<file path="src/rtl/paged_bcd_display.sv">
// paged_bcd_display
// Snapshots a binary value, converts it to BCD with a sequential
// shift-add-3 (double-dabble) engine, then shows the digits one page
// at a time. Pages rotate on a dwell counter in the order
// NPAGES (blank separator) -> NPAGES-1 (most significant) -> ... -> 0.
// A new snapshot is taken on every tick that enters the separator page,
// so all pages of one pass come from the same value.
// Optional build macro: LEADING_ZERO_BLANK_EN -- when defined, leading
// zero digits are stored as 4'hF (blank) when a conversion completes;
// digit 0 is never blanked.

module paged_bcd_display #(
  parameter  int DATA_W      = 36,
  parameter  int DIGITS      = 9,
  parameter  int PAGE_DIGITS = 3,
  parameter  int DWELL       = 25000000,
  localparam int NPAGES      = (DIGITS + PAGE_DIGITS - 1) / PAGE_DIGITS,
  localparam int PG_W        = $clog2(NPAGES + 1)
) (
  input  logic                     CLOCK_50,
  input  logic                     rst,
  input  logic [DATA_W-1:0]        data_in,
  input  logic                     freeze,
  output logic [4*PAGE_DIGITS-1:0] page_bcd,
  output logic [PG_W-1:0]          page_idx,
  output logic                     page_tick,
  output logic                     busy,
  output logic                     ovf
);

  localparam int BCD_W  = DIGITS * 4;
  localparam int CNT_W  = $clog2(DATA_W + 1);
  localparam int DW_W   = (DWELL > 1) ? $clog2(DWELL) : 1;
  localparam int SLOTS  = NPAGES * PAGE_DIGITS;

  typedef enum logic [1:0] {
    IDLE,
    LOAD,
    SHIFT,
    DONE
  } state_t;

  state_t               state;
  state_t               state_nxt;
  logic                 load_en;
  logic                 shift_en;
  logic                 done_en;

  logic [DATA_W-1:0]    bin_sr;
  logic [BCD_W-1:0]     scratch;
  logic [BCD_W-1:0]     adj;
  logic [BCD_W-1:0]     dabble_nxt;
  logic                 ovf_scratch;
  logic [CNT_W-1:0]     bit_cnt;
  logic [BCD_W-1:0]     result;
  logic [BCD_W-1:0]     result_nxt;

  logic [DW_W-1:0]      dwell;
  logic                 tick_now;
  logic                 snap_req;
  logic [PG_W-1:0]      page_after;
  logic [4*PAGE_DIGITS-1:0] page_fill;
  logic [3:0]           digit_arr [SLOTS];

  // A tick happens when the dwell counter reaches its last count and the
  // display is not frozen; entering the separator page requests a snapshot.
  assign tick_now   = !freeze && (dwell == DW_W'(DWELL - 1));
  assign page_after = (page_idx == '0) ? PG_W'(NPAGES) : (page_idx - PG_W'(1));
  assign snap_req   = tick_now && (page_idx == '0);

  // Conversion FSM state register; reset restarts a conversion right away.
  always_ff @(posedge CLOCK_50) begin
    if (rst) begin
      state <= LOAD;
    end else begin
      state <= state_nxt;
    end
  end

  // Conversion FSM next-state and datapath strobes.
  always_comb begin
    state_nxt = state;
    load_en   = 1'b0;
    shift_en  = 1'b0;
    done_en   = 1'b0;
    case (state)
      IDLE: begin
        if (snap_req) begin
          state_nxt = LOAD;
        end
      end
      LOAD: begin
        if (!freeze) begin
          load_en   = 1'b1;
          state_nxt = SHIFT;
        end
      end
      SHIFT: begin
        shift_en = 1'b1;
        if (bit_cnt == CNT_W'(DATA_W - 1)) begin
          state_nxt = DONE;
        end
      end
      DONE: begin
        done_en   = 1'b1;
        state_nxt = IDLE;
      end
      default: begin
        state_nxt = LOAD;
      end
    endcase
  end

  // Add-3 correction on every nibble that is 5 or more, ahead of the shift.
  always_comb begin
    adj = scratch;
    for (int i = 0; i < DIGITS; i++) begin
      if (scratch[i*4 +: 4] >= 4'd5) begin
        adj[i*4 +: 4] = scratch[i*4 +: 4] + 4'd3;
      end
    end
  end

  // The binary MSB enters BCD bit 0; the top BCD bit falls off and feeds
  // the sticky overflow flag.
  assign dabble_nxt = {adj[BCD_W-2:0], bin_sr[DATA_W-1]};

`ifdef LEADING_ZERO_BLANK_EN
  logic seen_nz;

  // Blank leading zeros above the most significant non-zero digit.
  always_comb begin
    result_nxt = scratch;
    seen_nz    = 1'b0;
    for (int i = DIGITS - 1; i >= 1; i--) begin
      if (!seen_nz && (scratch[i*4 +: 4] == 4'd0)) begin
        result_nxt[i*4 +: 4] = 4'hF;
      end else begin
        seen_nz = 1'b1;
      end
    end
  end
`else
  assign result_nxt = scratch;
`endif

  // Conversion datapath: capture, iterate, and publish the finished result.
  always_ff @(posedge CLOCK_50) begin
    if (rst) begin
      bin_sr      <= '0;
      scratch     <= '0;
      ovf_scratch <= 1'b0;
      bit_cnt     <= '0;
      result      <= '0;
      ovf         <= 1'b0;
      busy        <= 1'b0;
    end else if (load_en) begin
      bin_sr      <= data_in;
      scratch     <= '0;
      ovf_scratch <= 1'b0;
      bit_cnt     <= '0;
      busy        <= 1'b1;
    end else if (shift_en) begin
      bin_sr      <= bin_sr << 1;
      scratch     <= dabble_nxt;
      ovf_scratch <= ovf_scratch | adj[BCD_W-1];
      bit_cnt     <= bit_cnt + CNT_W'(1);
    end else if (done_en) begin
      result      <= result_nxt;
      ovf         <= ovf_scratch;
      busy        <= 1'b0;
    end
  end

  // Digit slots of every page; slots past the last real digit are blank.
  for (genvar k = 0; k < SLOTS; k++) begin : g_slot
    if (k < DIGITS) begin : g_real
      assign digit_arr[k] = result[k*4 +: 4];
    end else begin : g_pad
      assign digit_arr[k] = 4'hF;
    end
  end

  // Contents of the page about to be shown; the separator stays all blank.
  always_comb begin
    page_fill = '1;
    for (int p = 0; p < NPAGES; p++) begin
      if (page_after == PG_W'(p)) begin
        for (int j = 0; j < PAGE_DIGITS; j++) begin
          page_fill[j*4 +: 4] = digit_arr[p*PAGE_DIGITS + j];
        end
      end
    end
  end

  // Dwell counter and page rotation; freeze holds the whole display.
  always_ff @(posedge CLOCK_50) begin
    if (rst) begin
      dwell     <= '0;
      page_idx  <= PG_W'(NPAGES);
      page_bcd  <= '1;
      page_tick <= 1'b0;
    end else begin
      page_tick <= 1'b0;
      if (tick_now) begin
        dwell     <= '0;
        page_tick <= 1'b1;
        page_idx  <= page_after;
        page_bcd  <= page_fill;
      end else if (!freeze) begin
        dwell <= dwell + DW_W'(1);
      end
    end
  end

endmodule

</file>
<file path="config.mk">
export PLATFORM = sky130hd
export DESIGN_NAME = paged_bcd_display
export DESIGN_NICKNAME = d
export VERILOG_FILES = /design/src/rtl/paged_bcd_display.sv
export SDC_FILE = /design/constraint.sdc
export NUM_CORES = 1
export LEC_CHECK = 0
export ABC_AREA = 0
export CAP_MARGIN = 15
export CORE_ASPECT_RATIO = 0.6
export CORE_UTILIZATION = 59
export DETAILED_ROUTE_END_ITERATION = 12
export GPL_ROUTABILITY_DRIVEN = 0
export PLACE_DENSITY = 0.82
export SLEW_MARGIN = 15
export SYNTH_ARGS = -nofsm -noshare
export SYNTH_HDL_FRONTEND = slang
export SYNTH_SLANG_ARGS = --single-unit
</file>
<file path="constraint.sdc">
create_clock -name CLOCK_50 -period 2.2 [get_ports CLOCK_50]
set_clock_uncertainty 0.05 [all_clocks]
set_input_delay 0.33 -clock CLOCK_50 [delete_from_list [all_inputs] [get_ports CLOCK_50]]
set_output_delay 0.33 -clock CLOCK_50 [all_outputs]
set_load 0.1 [all_outputs]
</file>
==> results.txt <==
----------------------------------------------------
[Clocking]
  Clock buffers created by TritonCTS ... 17
  Clock tree from TritonCTS ... done
  Clock-pin slew of the registers on the worst-case setup and hold paths ... 0.06 ns
  Cell at the root of the clock tree ... sky130_fd_sc_hd__clkbuf_16
  TritonCTS Sinks ... 159
  Longest Clk Path Bufs ... 2
  Clock latency reported for the late side of the worst-skew pair ... 0.42 ns
  Clock H-tree levels ... 4

[Synth]
  Number of warnings issued by yosys ... 0
  Part of the Yosys area used for sequential elements ... 43.0%
  Post-Synthesis Cells ... 820
  Most numerous cell types in the synthesized netlist ... sky130_fd_sc_hd__dfxtp_1, sky130_fd_sc_hd__nor2_1, sky130_fd_sc_hd__mux2i_1
  Synth top area share ... 43.0%
  Number of library cell types mapped by synthesis ... 43
  Cell area after technology mapping ... 7400 µm²
  Net count after synthesis ... 888
  Top cells by area, synth ... sky130_fd_sc_hd__dfxtp_1, sky130_fd_sc_hd__mux2i_1, sky130_fd_sc_hd__nor2_1
  Most frequent cell after synthesis ... sky130_fd_sc_hd__dfxtp_1
  Flip-flop and latch count after synthesis ... 159
  Number of enable-type register cells in the synthesized netlist ... 0
  Main synth FF type ... sky130_fd_sc_hd__dfxtp_1
  Post-synthesis average cell area ... 9.02 µm²
  Share of async-settable or async-resettable flops after synthesis ... 0%
  Cell type with the largest total area after synthesis ... sky130_fd_sc_hd__dfxtp_1

[Die]
  Standard cell core area ... 12100 µm²
  Starting Density ... 60.9%
  Number of rows in the core area ... 31
  Die Height ... 88.7 µm
  Ports placed on the boundary ... 56
  Area of the die ... 13000 µm²
  Chip width ... 147 µm

[Route]
  Post-route DRC violation count ... 0
  Number of vias per cell after detailed routing ... 5.70
  Aggregate routed wire length ... 17000 µm
  First-pass detailed-route iteration total ... 5
  Initial DRC count ... 395
  Average detailed-routed wire length per instance ... 16.3 µm
  Via count ... 5977
  Number of antenna-violating nets in the routed design ... 0

[Timing]
  Count of final hold-check violations ... 0
  Final Max Slew Viols ... 0
  Crit path time final ... 2.10 ns
  Setup repair after global routing missed its margin ... false
  Actual slew at the worst max-slew pin ... 0.828 ns
  Setup TNS ... 0 ns
  Final critical-path share of the clock period ... 95.3%
  Setup-violating endpoint count in the final report ... 0
  Hold_ws ... 0.345 ns
  Worst relative slew slack ... 44.8%
  Highest attainable clock frequency ... 0.477 GHz

[Worst hold path]
  Number of cells on the worst hold path ... 3
  Hold Startpoint ... rst
  Worst hold path type ... in2reg
  Endpoint of the worst hold-timing path ... page_bcd[7]

[Global route]
  Wire length of the first global-routing pass ... 27900 µm
  Number of global-route vias before repair ... 5732
  Number of antenna violations at the first check in global routing ... 0
  Pin count of the biggest net entering global routing ... 76
  Sum of overflow across all layers after global routing ... 0
  Global-route usage over all layers ... 27.1%

[Power]
  VDD IR max ... 0.538 mV
  Leakage Power ... 0.00325 µW
  Total power density per cell area ... 906 nW/µm²
  Tot Pwr ... 8020 µW

[Final layout]
  Diodes inserted ... 0
  # fillers ... 852
  Share of layout cells above drive strength 1 ... 10.6%
  Growth of design area from synthesis to finish ... 19.6%
  Final #Nets ... 938
  Filler-free cell count of the finished design ... 1048

[Critical path]
  Cell breakdown of the critical path ... ha_1 > nor3b_1 > nor3_1 > a211oi_2 > o21ai_1
  Worst stage delay on the critical path ... 0.66 ns
  Category of cells accounting for the largest share of critical-path delay ... adder cells
  CP Buf/Inv Count ... 0
  Maximum net fanout on the critical path ... 24
  Launch instance of the worst register-to-register path ... page_idx[1]
  Worst flop-to-flop path endpoint ... page_bcd[9]
  Highest-delay cell along the critical path ... sky130_fd_sc_hd__ha_1
  Startpoint-to-endpoint class of the critical path ... reg2reg
  Worst Reg2Reg Path Length in Cells ... 5
  Register-to-register setup slack ... 0.10 ns
  Crit end category ... flop
  Signal arrival time at the worst endpoint ... 2.38 ns
  Required time of the critical path ... 2.49 ns
  Critical path startpoint category ... flop

[Flow run]
  Max-capacitance violation count ... 0

[Placed design]
  Buffers on Ports ... 55
  DP Wirelength ... 11300 µm
  Total placed cells including tap cells ... 1015

[Status]
  Outcome ... complete, no violations

----------------------------------------------------
==> placed cells by master (no fill, tap or decap), types with 15 or more instances in the layout <==
cell type	n
sky130_fd_sc_hd__o21ai_0	26
sky130_fd_sc_hd__xor2_1	19
sky130_fd_sc_hd__a211oi_1	37
sky130_fd_sc_hd__mux2i_1	85
sky130_fd_sc_hd__ha_1	27
sky130_fd_sc_hd__nand3_1	26
sky130_fd_sc_hd__nor3_1	15
sky130_fd_sc_hd__clkdlybuf4s50_1	37
sky130_fd_sc_hd__a21oi_1	31
sky130_fd_sc_hd__clkbuf_16	17
sky130_fd_sc_hd__nand2b_1	27
sky130_fd_sc_hd__dfxtp_1	158
sky130_fd_sc_hd__buf_4	38
sky130_fd_sc_hd__nor2_1	133
sky130_fd_sc_hd__nand2_1	30
sky130_fd_sc_hd__xnor2_1	26
sky130_fd_sc_hd__nor2b_1	16
sky130_fd_sc_hd__inv_1	23
==> routing by layer <==
metal / GRT usage [%] / part of all wire (%) / vias to the layer above
met5: 0 / 0 / -
met4: 9.66 / 1.4 / 0
met3: 4.79 / 4.8 / 25
met2: 43.9 / 45 / 174
met1: 36.9 / 48 / 2853
li1: - / - / 2925
==> state kept, by name (all words and copies together), names as in the netlist <==
name and count:
result_nxt 36, page_tick 1, ovf 1, state 2, bin_sr 36, ovf_scratch 1
dwell 25, bit_cnt 6, busy 1, page_idx 2, result 36, page_bcd 12
==> where the power goes <==
group	total [µW]	switching, µW	internal, µW	leakage [µW]
registers	3220	130	3090	0.00129
clock network	3310	1190	2120	0.000327
logic	1490	848	642	0.00164
==> logic make-up (layout without fill, tap and decap cells) <==
family | after synthesis | in the layout | synth area share [%]
AOI/OAI and AO/OA | 135 | 135 | 12.1
xor gates and xnor gates | 45 | 45 | 5.33
adders and majority gates | 29 | 29 | 4.90
buffers and inverters | 73 | 136 | 3.89
DFF | 159 | 159 | 43.0
muxes | 85 | 85 | 11.5
and+or+nand+nor | 294 | 294 | 19.3
==> cell type report <==
| cell class | count | area (µm²) | share of cell area, % |
|---|---|---|---|
| multi-input cells | 588 | 3960 | 44.7 |
| flip-flops and latches | 159 | 3180 | 36.0 |
| repair buffers | 80 | 741 | 8.37 |
| clock inverters | 12 | 206 | 2.33 |
| clock buffers | 20 | 467 | 5.27 |
| well taps | 165 | 206 | 2.33 |
| inverters | 24 | 90.1 | 1.02 |
==> worst max path at each step <==
stage | slack (ns) | to | startpoint | cells past startpoint
3_5_place_dp | -0.08 | dwell[16] | freeze | 8
5_1_grt | 0.02 | page_bcd[0] | dwell[7] | 6
3_3_place_gp | -0.03 | page_bcd[1] | freeze | 7
2_1_floorplan | 0.02 | page_bcd[1] | page_idx[1] | 4
6_report | 0.10 | page_bcd[9] | page_idx[1] | 5
4_1_cts | 0.003 | page_bcd[9] | dwell[15] | 6
==> per-stage QoR <==
stage	setup WS (ns)	cell area [µm²]	utilization [%]
floorplan	0.0161	7400	-
global placement	-0.0263	8160	67.2
detailed placement	-0.0839	8160	67.2
CTS	0.00299	8830	72.8
global route	0.0178	8850	72.9
finish	0.104	8850	72.9
==> worst min-delay path, delay by kind of cell <==
family                 cells  cell delay, ns
AOI/OAI and AO/OA          1            0.10
buffers and inverters      2            0.33
==> repair_timing <==
action | 4_1_cts | 5_1_grt
endpoints found under the setup margin | 0 | 37
resized for setup | 0 | 2
buffers inserted | 0 | 1
hold buffers | 0 | 0
Power figures use the tool's default switching activity.
